[src/rtl/adder_pipe_nbit.sv]
// adder_pipe_nbit
//   Pipelined WIDTH-bit add/subtract unit. Operands are split into SEG-bit
//   segments; each pipeline stage resolves one segment and registers the
//   carry into the next. The unit sustains one operation per clock. It has a
//   valid/ready handshake on both sides.
//
// Ports
//   clk        clock, rising edge
//   rst        synchronous active-high reset
//   in_valid   operand beat offered
//   in_ready   unit accepts an operand beat this cycle
//   a, b       operands (WIDTH bits)
//   cin        carry-in (add) / borrow-in (sub)
//   sub        0: a+b+cin, 1: a-b-cin
//   out_valid  result beat available
//   out_ready  consumer accepts the result this cycle
//   sum        result modulo 2^WIDTH
//   cout       carry-out; in sub mode 1 means no borrow
//   ovf        two's-complement signed overflow
module adder_pipe_nbit #(
  parameter int WIDTH = 16,
  parameter int SEG   = 4
) (
  input  logic             clk,
  input  logic             rst,
  input  logic             in_valid,
  output logic             in_ready,
  input  logic [WIDTH-1:0] a,
  input  logic [WIDTH-1:0] b,
  input  logic             cin,
  input  logic             sub,
  output logic             out_valid,
  input  logic             out_ready,
  output logic [WIDTH-1:0] sum,
  output logic             cout,
  output logic             ovf
);

  localparam int NSEG = WIDTH / SEG;

  // Stage k holds the operands and the partial result with segments
  // 0..k-1 already resolved. It also holds the carry into segment k.
  logic             vld_p [NSEG];
  logic [WIDTH-1:0] a_p   [NSEG];
  logic [WIDTH-1:0] bb_p  [NSEG];
  logic [WIDTH-1:0] res_p [NSEG];
  logic             cy_p  [NSEG];

  logic [SEG:0]     seg_s   [NSEG];
  logic [WIDTH-1:0] res_nxt [NSEG];

  logic             adv;
  logic [WIDTH-1:0] b_eff;
  logic             c_eff;

  function automatic logic [SEG:0] seg_add(input logic [SEG-1:0] x,
                                           input logic [SEG-1:0] y,
                                           input logic           c);
    seg_add = {1'b0, x} + {1'b0, y} + {{SEG{1'b0}}, c};
  endfunction

  function automatic logic sgn_ovf(input logic sa, input logic sb, input logic ss);
    sgn_ovf = (sa == sb) && (ss != sa);
  endfunction

  // One global enable: the whole pipe moves only when the output slot is free
  // or is being drained this cycle, so no beat is ever dropped or duplicated.
  assign adv      = !out_valid || out_ready;
  assign in_ready = adv;

  // Subtraction is a + ~b + !cin.
  assign b_eff = sub ? ~b : b;
  assign c_eff = sub ? ~cin : cin;

  always_comb begin
    for (int k = 0; k < NSEG; k++) begin
      seg_s[k]   = seg_add(a_p[k][k*SEG +: SEG], bb_p[k][k*SEG +: SEG], cy_p[k]);
      res_nxt[k] = res_p[k];
      res_nxt[k][k*SEG +: SEG] = seg_s[k][SEG-1:0];
    end
  end

  // Control path and output registers
  always_ff @(posedge clk) begin
    if (rst) begin
      for (int k = 0; k < NSEG; k++) vld_p[k] <= 1'b0;
      out_valid <= 1'b0;
      sum       <= '0;
      cout      <= 1'b0;
      ovf       <= 1'b0;
    end else if (adv) begin
      vld_p[0] <= in_valid;
      for (int k = 1; k < NSEG; k++) vld_p[k] <= vld_p[k-1];
      out_valid <= vld_p[NSEG-1];
      if (vld_p[NSEG-1]) begin
        sum  <= res_nxt[NSEG-1];
        cout <= seg_s[NSEG-1][SEG];
        ovf  <= sgn_ovf(a_p[NSEG-1][WIDTH-1], bb_p[NSEG-1][WIDTH-1],
                        res_nxt[NSEG-1][WIDTH-1]);
      end
    end
  end

  // Stage 0: capture operands
  // Stages 1..NSEG-1: resolve one segment per hop
  always_ff @(posedge clk) begin
    if (adv) begin
      if (in_valid) begin
        a_p[0]   <= a;
        bb_p[0]  <= b_eff;
        res_p[0] <= '0;
        cy_p[0]  <= c_eff;
      end
      for (int k = 1; k < NSEG; k++) begin
        if (vld_p[k-1]) begin
          a_p[k]   <= a_p[k-1];
          bb_p[k]  <= bb_p[k-1];
          res_p[k] <= res_nxt[k-1];
          cy_p[k]  <= seg_s[k-1][SEG];
        end
      end
    end
  end

endmodule

[config.mk]
export PLATFORM = sky130hd
export DESIGN_NAME = adder_pipe_nbit
export DESIGN_NICKNAME = d
export VERILOG_FILES = /design/src/rtl/adder_pipe_nbit.sv
export SDC_FILE = /design/constraint.sdc
export NUM_CORES = 1
export LEC_CHECK = 0
export CAP_MARGIN = 20
export CORE_UTILIZATION = 45
export CTS_CLUSTER_SIZE = 28
export DETAILED_ROUTE_END_ITERATION = 6
export PLACE_DENSITY = 0.8
export SLEW_MARGIN = 10
export SYNTH_ARGS = -nofsm -noshare
export SYNTH_HDL_FRONTEND = slang
export SYNTH_SLANG_ARGS = --single-unit
[constraint.sdc]
create_clock -name clk -period 2 [get_ports clk]
set_input_delay 0.4 -clock clk [delete_from_list [all_inputs] [get_ports clk]]
set_output_delay 0.4 -clock clk [all_outputs]
set_load 0.005 [all_outputs]
Word-level counts from Yosys, hierarchy flattened:

Memory sizes are Yosys's and may differ from the RTL's. A register that Yosys moved wholly into a read port is not among the register bits.
Cells that the tools add are included.

* $add $sub $neg: 8
* multipliers: 0
* div/mod/pow operators: 0
* order comparisons: 0
* equal/unequal tests: 2
* shift-type cells: 0
* multiplexer cells: 23
* bitwise logic cells: 6
* reduce and logical (&&, ||, !) cells: 4

Operators by type and width (number)
* $mux 1: 22
* $add 4x4->5: 4
* $add 5x1->5: 4
* $mux 16: 1
* $not 16->16: 1
* $or 1x1->1: 4
* $reduce_and 2->1: 1
* $eq 1x1->1: 1
* $logic_and 1x1->1: 1
* $logic_not 1->1: 1
* $logic_or 1x1->1: 1
* $ne 1x1->1: 1
* $not 1->1: 1

* register bits after elaboration: 19
* bits in latches: 0
* RAM bits: 200
* memory bits (read-only): 0
* bits of input ports: 38
* output and inout bits: 20
* logic and storage cells: 52
* memories: 5

Memories
* a_p: words 4, bits a word 16, read ports 4, clocked after memory_dff 0, write ports 4, line 44 `logic [WIDTH-1:0] a_p [NSEG];`
* bb_p: words 4, bits a word 16, read ports 4, clocked after memory_dff 0, write ports 4, line 45 `logic [WIDTH-1:0] bb_p [NSEG];`
* res_p: words 4, bits a word 16, read ports 4, clocked after memory_dff 1, write ports 4, line 46 `logic [WIDTH-1:0] res_p [NSEG];`
* cy_p: words 4, bits a word 1, read ports 4, clocked after memory_dff 0, write ports 4, line 47 `logic cy_p [NSEG];`
* vld_p: words 4, bits a word 1, read ports 4, clocked after memory_dff 0, write ports 4, line 43 `logic vld_p [NSEG];`

Longest topological paths before layout:

* depth in word-level cells: 6
* gate-level depth with buffers: 6
* depth with buffers taken out: 6

Worst setup path before layout:

No wires, ideal clock.

* kind: input -> register
* start point: in out_ready
* end point: mem a_p[0][0] (enable)
* library setup time: 0.393 ns
* arrival time: 1.563 ns
* data required time: 1.607 ns
* setup slack: 0.044 ns
* cell stages on the path: 5
* buffers on the path: 2
* cells stage by stage: nor2b_4 > buf_6 > inv_6 > buf_6 > and2_1

RTL lines
* from (decl): line 33 `input logic out_ready,`
* to (decl): line 44

Final worst setup path:

* start point: reg out_valid (read register of vld_p)
* end point: out in_ready

* longest elaborated chain between the ends: 2

RTL lines
* from (decl): line 32 `output logic out_valid,`
* $logic_not 1->1: line 68 `assign adv = !out_valid || out_ready;`
* $logic_or 1x1->1: line 68
* to (decl): line 27 `output logic in_ready,`

Every way passes these cells.

==> flow_summary.toml <==
[status]
status = "finished, final reports clean"

[timing]
maxSlewHeadroom_pct = 77.0
report.final.hold_viol_count = 0
fin_ws_ps = 63.2
fin_hold_ws_ps = 416
drv_slew = 0
tightest_slew_ps = 345
fmax_ghz = 0.516
finalClockSkew_ps = 5.73
finalCriticalPeriod_ps = 1940
final-setup-viol-count = 0
period_share_pct = 96.8

[clocking]
clockBufferDepth = 2
holdBufCountCts = 0
cts_tree = "yes"
cts.sinks = 131
clk_latency_ps = 510
clock-root-buffer = "clkbuf_8"
clkTransAtPathRegs_ps = 60
htreeDepth = 4
cts_inserted_buffers = 17
post_cts_buffers = 0
post_cts_resized = 0

[die]
coreArea_mm2 = 0.0105
start_util_pct = 47.0
io_pins = 58
die_h_um = 107
fp.dieArea_mm2 = 0.0114
rows = 37
fp.dieW_um = 107

[synthesis]
ys_seq_area_share_pct = 76.1
synth_area_per_cell_um2 = 17.0
synth_commonest_cells = "edfxtp_1, a21oi_1, dfxtp_1"
synth-seq-cells = 131
synth_edf_count = 112
syn_inst = 289
netlist.top_cell.by_area = "edfxtp_1"
yosys-top-cells-area = "edfxtp_1, dfxtp_1, fa_1"
netlist_area_mm2 = 0.00492
synth_cell_types = 32
synthesis.nets = 347
synthFlopType = "edfxtp_1"
synth_top_area_share_pct = 68.4
synth_most_common_cell = "edfxtp_1"
ys_async_sr_fraction_pct = 0
yosys_warnings = 0

[worst_setup_path]
path_max_fanout = 6
path_class = "reg2out"
start_kind = "flip-flop"
end_kind = "primary output"
critical_path_arrival_ps = 1540
worstPathRequired_ps = 1600

[routing]
dr.first_iter.drc_count = 118
dr.pass1.iters = 4
remaining_drc_errors = 0
route.vias.total = 2475
wl_um = 7000
ant_nets = 0
routedWlPerCell_um = 13.6
via_per_inst = 4.82

[pwr]
powerDensity_mw_per_mm2 = 1050
peakVddDrop_mv = 0.703
p_leak_nw = 2.24
power_mw = 6.64

[global_routing]
grt_pass1_vias = 2539
antenna_found_initial = 0
grt_overflow = 0
grt_max_degree = 34
track_usage_pct = 14.3
grt_pass1_wl_um = 12000

[layout]
finalInstanceArea_mm2 = 0.00630
diodes = 0
final_util_pct = 60.3
area_growth_pct = 28.2
drive_gt1_share_pct = 11.9
nets = 423

[place]
placed_area_mm2 = 0.00569
post-dp-hpwl_um = 4520
place_congestion = 0.732
portBuffers = 57
dp_slack_ps = 66.1

[run]
max_cap_violations = 0

[min_path]
holdCritPathClass = "reg2reg"
-- sequential cells by signal, summed over array words and instances (netlist names) --
register	count
vld_p	4
cout	1
a_p	40
sum	16
bb_p	40
cy_p	4
out_valid	1
ovf	1
res_p	24
-- metal layers --
metal / global-route usage [%] / wire, um
met1: 16.5 / 3060
met2: 23.4 / 3460
met3: 5.58 / 343
met4: 6.95 / 131
met5: 0 / 0
-- worst paths after layout --
| kind | from | end | slack [ps] | cells after the start |
|---|---|---|---|---|
| min reg2reg | bb_p[2][12] | bb_p[3][12] | 420 | 0 |
| min | bb_p[2][12] | bb_p[3][12] | 420 | 0 |
| max reg2reg | bb_p[3][12] | cout | 110 | 5 |
| max | out_valid | in_ready | 60 | 3 |
-- critical path, stage by stage, from the launching register on --
cell	delay [ps]
dfxtp_1	340
nor2b_4	200
inv_6	60
clkdlybuf4s50_1	440
-- final cells by class --
class / count / area, um2
fill: 805 / 4160
sequential: 131 / 3740
multi-input combinational: 133 / 1040
timing repair buffer: 68 / 691
clock buffer: 17 / 414
clock inverter: 15 / 190
tap: 136 / 170
inverter: 14 / 57.6
-- layout by cell type (no fill, tap or decap) --
cell / n
inv_1: 12
o21ai_0: 16
and3_4: 1
nand4b_1: 1
and2_1: 8
bufinv_16: 4
dfxtp_1: 19
inv_6: 1
nand3_1: 14
a21oi_1: 21
clkbuf_8: 1
ha_1: 12
nor2_1: 3
o21ai_1: 1
buf_4: 8
nand2b_1: 6
inv_2: 1
clkinv_2: 2
a21o_1: 4
nor3_1: 1
or2_0: 1
a21o_2: 1
buf_12: 3
clkbuf_16: 16
xor2_1: 17
nand4_1: 1
nor2b_4: 1
clkinv_4: 3
clkinvlp_4: 3
fa_1: 8
o221ai_1: 2
clkdlybuf4s50_1: 57
o2111ai_1: 2
clkinv_1: 3
xnor2_1: 7
a211oi_1: 2
edfxtp_1: 112
nor2b_1: 3
-- metrics by stage --
stage / cells / setup TNS [ps]
floorplan: 289 / 0
global placement: 481 / 0
CTS: 513 / 0
detailed placement: 481 / 0
finish: 514 / 0
global route: 514 / -1.90
-- logic make-up after synthesis --
kind of cell	after synthesis	synth area share [%]
AND/OR/NAND/NOR	40	4.86
buffers and inverters	25	2.80
adder cells (fa/ha/maj)	20	6.31
flip-flops	131	76.1
AO/OA/AOI/OAI	49	5.67
XOR/XNOR	24	4.27
-- power by group --
| group | leakage (nW) | switching, mW | total, mW | internal (mW) |
|---|---|---|---|---|
| Combinational | 0.735 | 0.165 | 0.351 | 0.186 |
| Clock | 0.286 | 1.10 | 3.11 | 2.01 |
| Sequential | 1.22 | 0.0452 | 3.18 | 3.14 |
| Total | 2.24 | 1.31 | 6.64 | 5.33 |
Note: power is estimated with default switching activity, not from simulation.
==> RTL edit 1 (same flow settings) <==
Make the reset (`rst`) asynchronous in one clocked block. Comments in the files are not updated.
--- a/src/rtl/adder_pipe_nbit.sv
+++ b/src/rtl/adder_pipe_nbit.sv
@@ -83,3 +83,3 @@
   // Control path and output registers
-  always_ff @(posedge clk) begin
+  always_ff @(posedge clk or posedge rst) begin
     if (rst) begin
Formal check against the unedited RTL: differs if rst is asserted again (counterexample within 10 cycles, from zero or initial values and one cycle with rst high); with rst held inactive, the same outputs for 10 cycles.
==> RTL edit 1 against the unedited design <==
- wire length rose by 0.14%
- worst setup slack improved by 0.071 ns
- final cell count fell by 7.6%
- clock skew rose by 0.0018 ns
- count of clock-buffer cells in the layout did not move
- non-clock buffer count fell by 3
- sequential cell count did not move
- design area fell by 0.54%
- synthesized area fell by 0.81%
- global-route usage barely moved
Power is not compared: it rests on default switching activity, and its combinational part moved more than twofold at a synthesized area within 25%.
==> RTL edit 1: results (changes against the unedited design) <==
- CP arrival: 2.26 ns (+0.72 ns)
- Compound-Gate Fraction of Synth Area: 0.0413 (-0.0154)
- DRT iter0 DRCs: 71 (-40%)
- Critical Path Sink Type: flip-flop
- Yosys cell types: 27 (-16%)
- Status: finished clean
- Vias per cell: 4.73 (-1.8%)
- Fillers: 741 (-8.0%)
- XOR/XNOR Fraction of Synth Area: 0.0431 (+0.000351)
- Post-synthesis sequential area ratio: 0.783 (+0.0216)
- H-tree depth: 4 (unchanged)
- Critical path's top delay family: adder cells
- Hold/Removal Path Class: in2async
- Max Fanout on Critical Path: 3 (-3)
- GPL Wtd Cong: 0.746 (+1.9%)
- Final setup skew: 0.00757 ns (+0.00184 ns)
- CP max stage delay: 0.49 ns (+0.05 ns)
- Setup slack after layout: 0.134 ns (+0.0708 ns)
- FF-to-FF End: cout
- M3 GR Usage: 0.0546 (-0.00123)
- Met1 Usage GRT: 0.164 (-0.00149)
- Syn Area/Cell: 19.8 µm² (+17%)
- Layout Nets: 384 (-9.2%)
- Share of cells above drive strength 1: 0.174 (+0.0550)
- Hpwl dp: 4520 µm (about the same)
- M1 wire length: 2850 µm (-6.8%)
- Hold_ws: 0.224 ns (-0.192 ns)
- First-pass GRT wire length: 11700 µm (-2.0%)
- Synth top area cells: edfxtp_1 66%, dfrtp_1 12%, fa_1 3.3%
- Post-DP Area: 5690 µm² (-0.11%)
- Largest net degree at the start of global routing: 35 (+2.9%)
- Synth cell count leaders: 108 x edfxtp_1, 23 x dfrtp_1, 18 x xor2_1, 13 x mux2_2, 12 x ha_1
- Critical path's slowest cell: fa_1
- Fin cells: 475 (-7.6%)
- Port bufs: 57 (unchanged)
- Mux cell area share after synthesis: 0.0331 (+0.0331)
- Mean routed wirelength per cell: 14.7 µm (+8.4%)
- Relative slew slack: 0.797 (+0.0269)
- Dpl cells: 442 (-8.1%)
- Async S/R FF share, synth: 0.176 (+0.176)
- Number of global-route vias before repair: 2403 (-5.4%)
- M2 GR Usage: 0.233 (-0.000802)
- Post-CTS setup buffers: 1 (+1)
- Total track usage: 0.143 (about the same)
- Net Count, Synth: 304 (-12%)
- Post-Synth Adder-Cell Area: 0.0636 (+0.000518)
- Pre-CTS setup slack: -0.0389 ns (-0.105 ns)
- Post-synth EDFFs: 108 (-3.6%)
- Met2 WL: 3640 µm (+5.2%)
==> RTL edit 1: cell count changes after synthesis, moves of 7 or more <==
cell,before,now
dfrtp_1,0,23
dfxtp_1,19,0
a21oi_1,21,5
mux2_2,0,13
nand3_1,14,1
o21ai_0,16,8
a21o_1,4,11
==> RTL edit 1: layout make-up <==
class,count,area [µm²],share of cell area
flip-flops and latches,131,3820,0.609
well taps,136,170,0.0271
clock buffers,17,414,0.0660
inverters,11,48.8,0.00778
multi-input cells,100,978,0.156
clock inverters,15,158,0.0251
repair buffers,65,683,0.109
==> RTL edit 1: power breakdown <==
part	switching (mW)	leakage, nW	internal (mW)
combinational	0.963	0.798	1.14
sequential	0.338	1.30	4.06
clock	1.16	0.271	1.78
total	2.46	2.37	6.98
==> RTL edit 2 (same flow settings) <==
Without the edit above. The parameter `SEG` goes from 4 to 8.
--- a/src/rtl/adder_pipe_nbit.sv
+++ b/src/rtl/adder_pipe_nbit.sv
@@ -21,3 +21,3 @@
   parameter int WIDTH = 16,
-  parameter int SEG   = 4
+  parameter int SEG   = 8
 ) (
Formal check against the unedited RTL: not equivalent (a bounded check fails within 4 cycles, from zero or initial values and one cycle with rst high).
==> RTL edit 2 against the unedited design <==
- the run now ends with setup timing left
- power is 40% lower
- worst hold slack better by 0.0065 ns
- design area fell by 29%
- wire length fell by 14%
- worst setup slack worse by 0.22 ns
- sequential cell count fell by 52
- synthesized cell count decreased by 15%
- synthesized area down 32%
- critical path type is now reg2reg
- largest cell class unchanged
- highest routed layer unchanged
==> RTL edit 2: results (changes against the unedited design) <==
- Total wire length: 5990 µm (-14%)
- Synth top area cells: edfxtp_1 54%, dfxtp_1 11%, xor2_1 5.5%
- Yosys cell types: 41 (+28%)
- M3 GR Usage: 0.0299 (-0.0259)
- Met2 WL: 3050 µm (-12%)
- Hpwl dp: 4130 µm (-8.6%)
- M2 GR Usage: 0.270 (+0.0363)
- Critical path's slowest cell: fa_2
- Worst vdd ir: 0.000652 V (-7.3%)
- Post-DP Area: 4100 µm² (-28%)
- Layout Nets: 374 (-12%)
- Setup slack after layout: -0.162 ns (-0.225 ns)
- Pre-CTS setup slack: -0.212 ns (-0.278 ns)
- H-tree depth: 3 (-1)
- Max Fanout on Critical Path: 3 (-3)
- Worst skew pair latency: 0.34 ns (-0.17 ns)
- Clk pin slew, worst setup/hold paths: 0.08 ns (+0.02 ns)
- Die Wd: 88.3 µm (-17%)
- Share of cells above drive strength 1: 0.149 (+0.0296)
- Met1 Usage GRT: 0.197 (+0.0317)
- DRT iter0 DRCs: 85 (-28%)
- CP arrival: 2.45 ns (+0.91 ns)
- Net Count, Synth: 301 (-13%)
- Post-synth EDFFs: 60 (-46%)
- Hold_ws: 0.423 ns (+0.00653 ns)
- Syn Area/Cell: 13.7 µm² (-20%)
- GPL Wtd Cong: 0.812 (+11%)
- Failing checks: setup timing
- Final setup vio count: 6 (+6)
- Worst Tran Pin Value: 0.428 ns (+0.0837 ns)
- Pleak: 1.62 nW (-28%)
- Fin cells: 422 (-18%)
- Status: finished with violations
- Post-synthesis sequential area ratio: 0.652 (-0.109)
-- RTL edit 2: changes by cell type in the layout (fill, tap and decap cells not counted), sizes merged, moves of 5 or more --
cell | before | now
nand2 | 0 | 26
and2 | 8 | 3
o21ai | 17 | 6
clkinv | 8 | 3
nor2 | 3 | 12
o211ai | 0 | 5
edfxtp | 112 | 60
a21oi | 21 | 16
clkbuf | 17 | 9
inv | 14 | 6
-- RTL edit 2: path summary, 6_finish.rpt --
kind	depth (start not counted)	start	endpoint
max	6	a_p[0][24]	sum[14]
min	0	bb_p[0][11]	bb_p[0][27]
max reg2reg	6	a_p[0][24]	sum[14]
min reg2reg	0	bb_p[0][11]	bb_p[0][27]
-- RTL edit 2: where the power goes --
group | total (mW) | internal [mW] | switching [mW]
Clock | 1.42 | 0.833 | 0.582
Combinational | 0.579 | 0.299 | 0.281
Sequential | 1.96 | 1.91 | 0.0463
Total | 3.95 | 3.04 | 0.909
-- RTL edit 2: kinds of logic (layout without fill, tap and decap cells) --
| family | Yosys count | in the layout | synth area share |
|---|---|---|---|
| flops | 79 | 79 | 0.652 |
| xor+xnor | 26 | 26 | 0.0680 |
| simple gates | 64 | 64 | 0.0904 |
| compound gates | 43 | 43 | 0.0893 |
| fa+ha+maj | 18 | 18 | 0.0762 |
| buf+inv | 15 | 93 | 0.0243 |
-- RTL edit 2: layout make-up --
class	count	area share
sequential	79	0.491
multi-input combinational	151	0.262
timing repair buffer	71	0.159
clock buffer	9	0.0279
tap	99	0.0279
clock inverter	7	0.0270
inverter	6	0.00507
-- RTL edit 2: repair_timing --
| item | 4_1_cts | 5_1_grt |
|---|---|---|
| setup endpoints to repair | 6 | 8 |
| setup buffers | 2 | 4 |
| resized for setup | 3 | 10 |
| pin swaps | 9 | 18 |
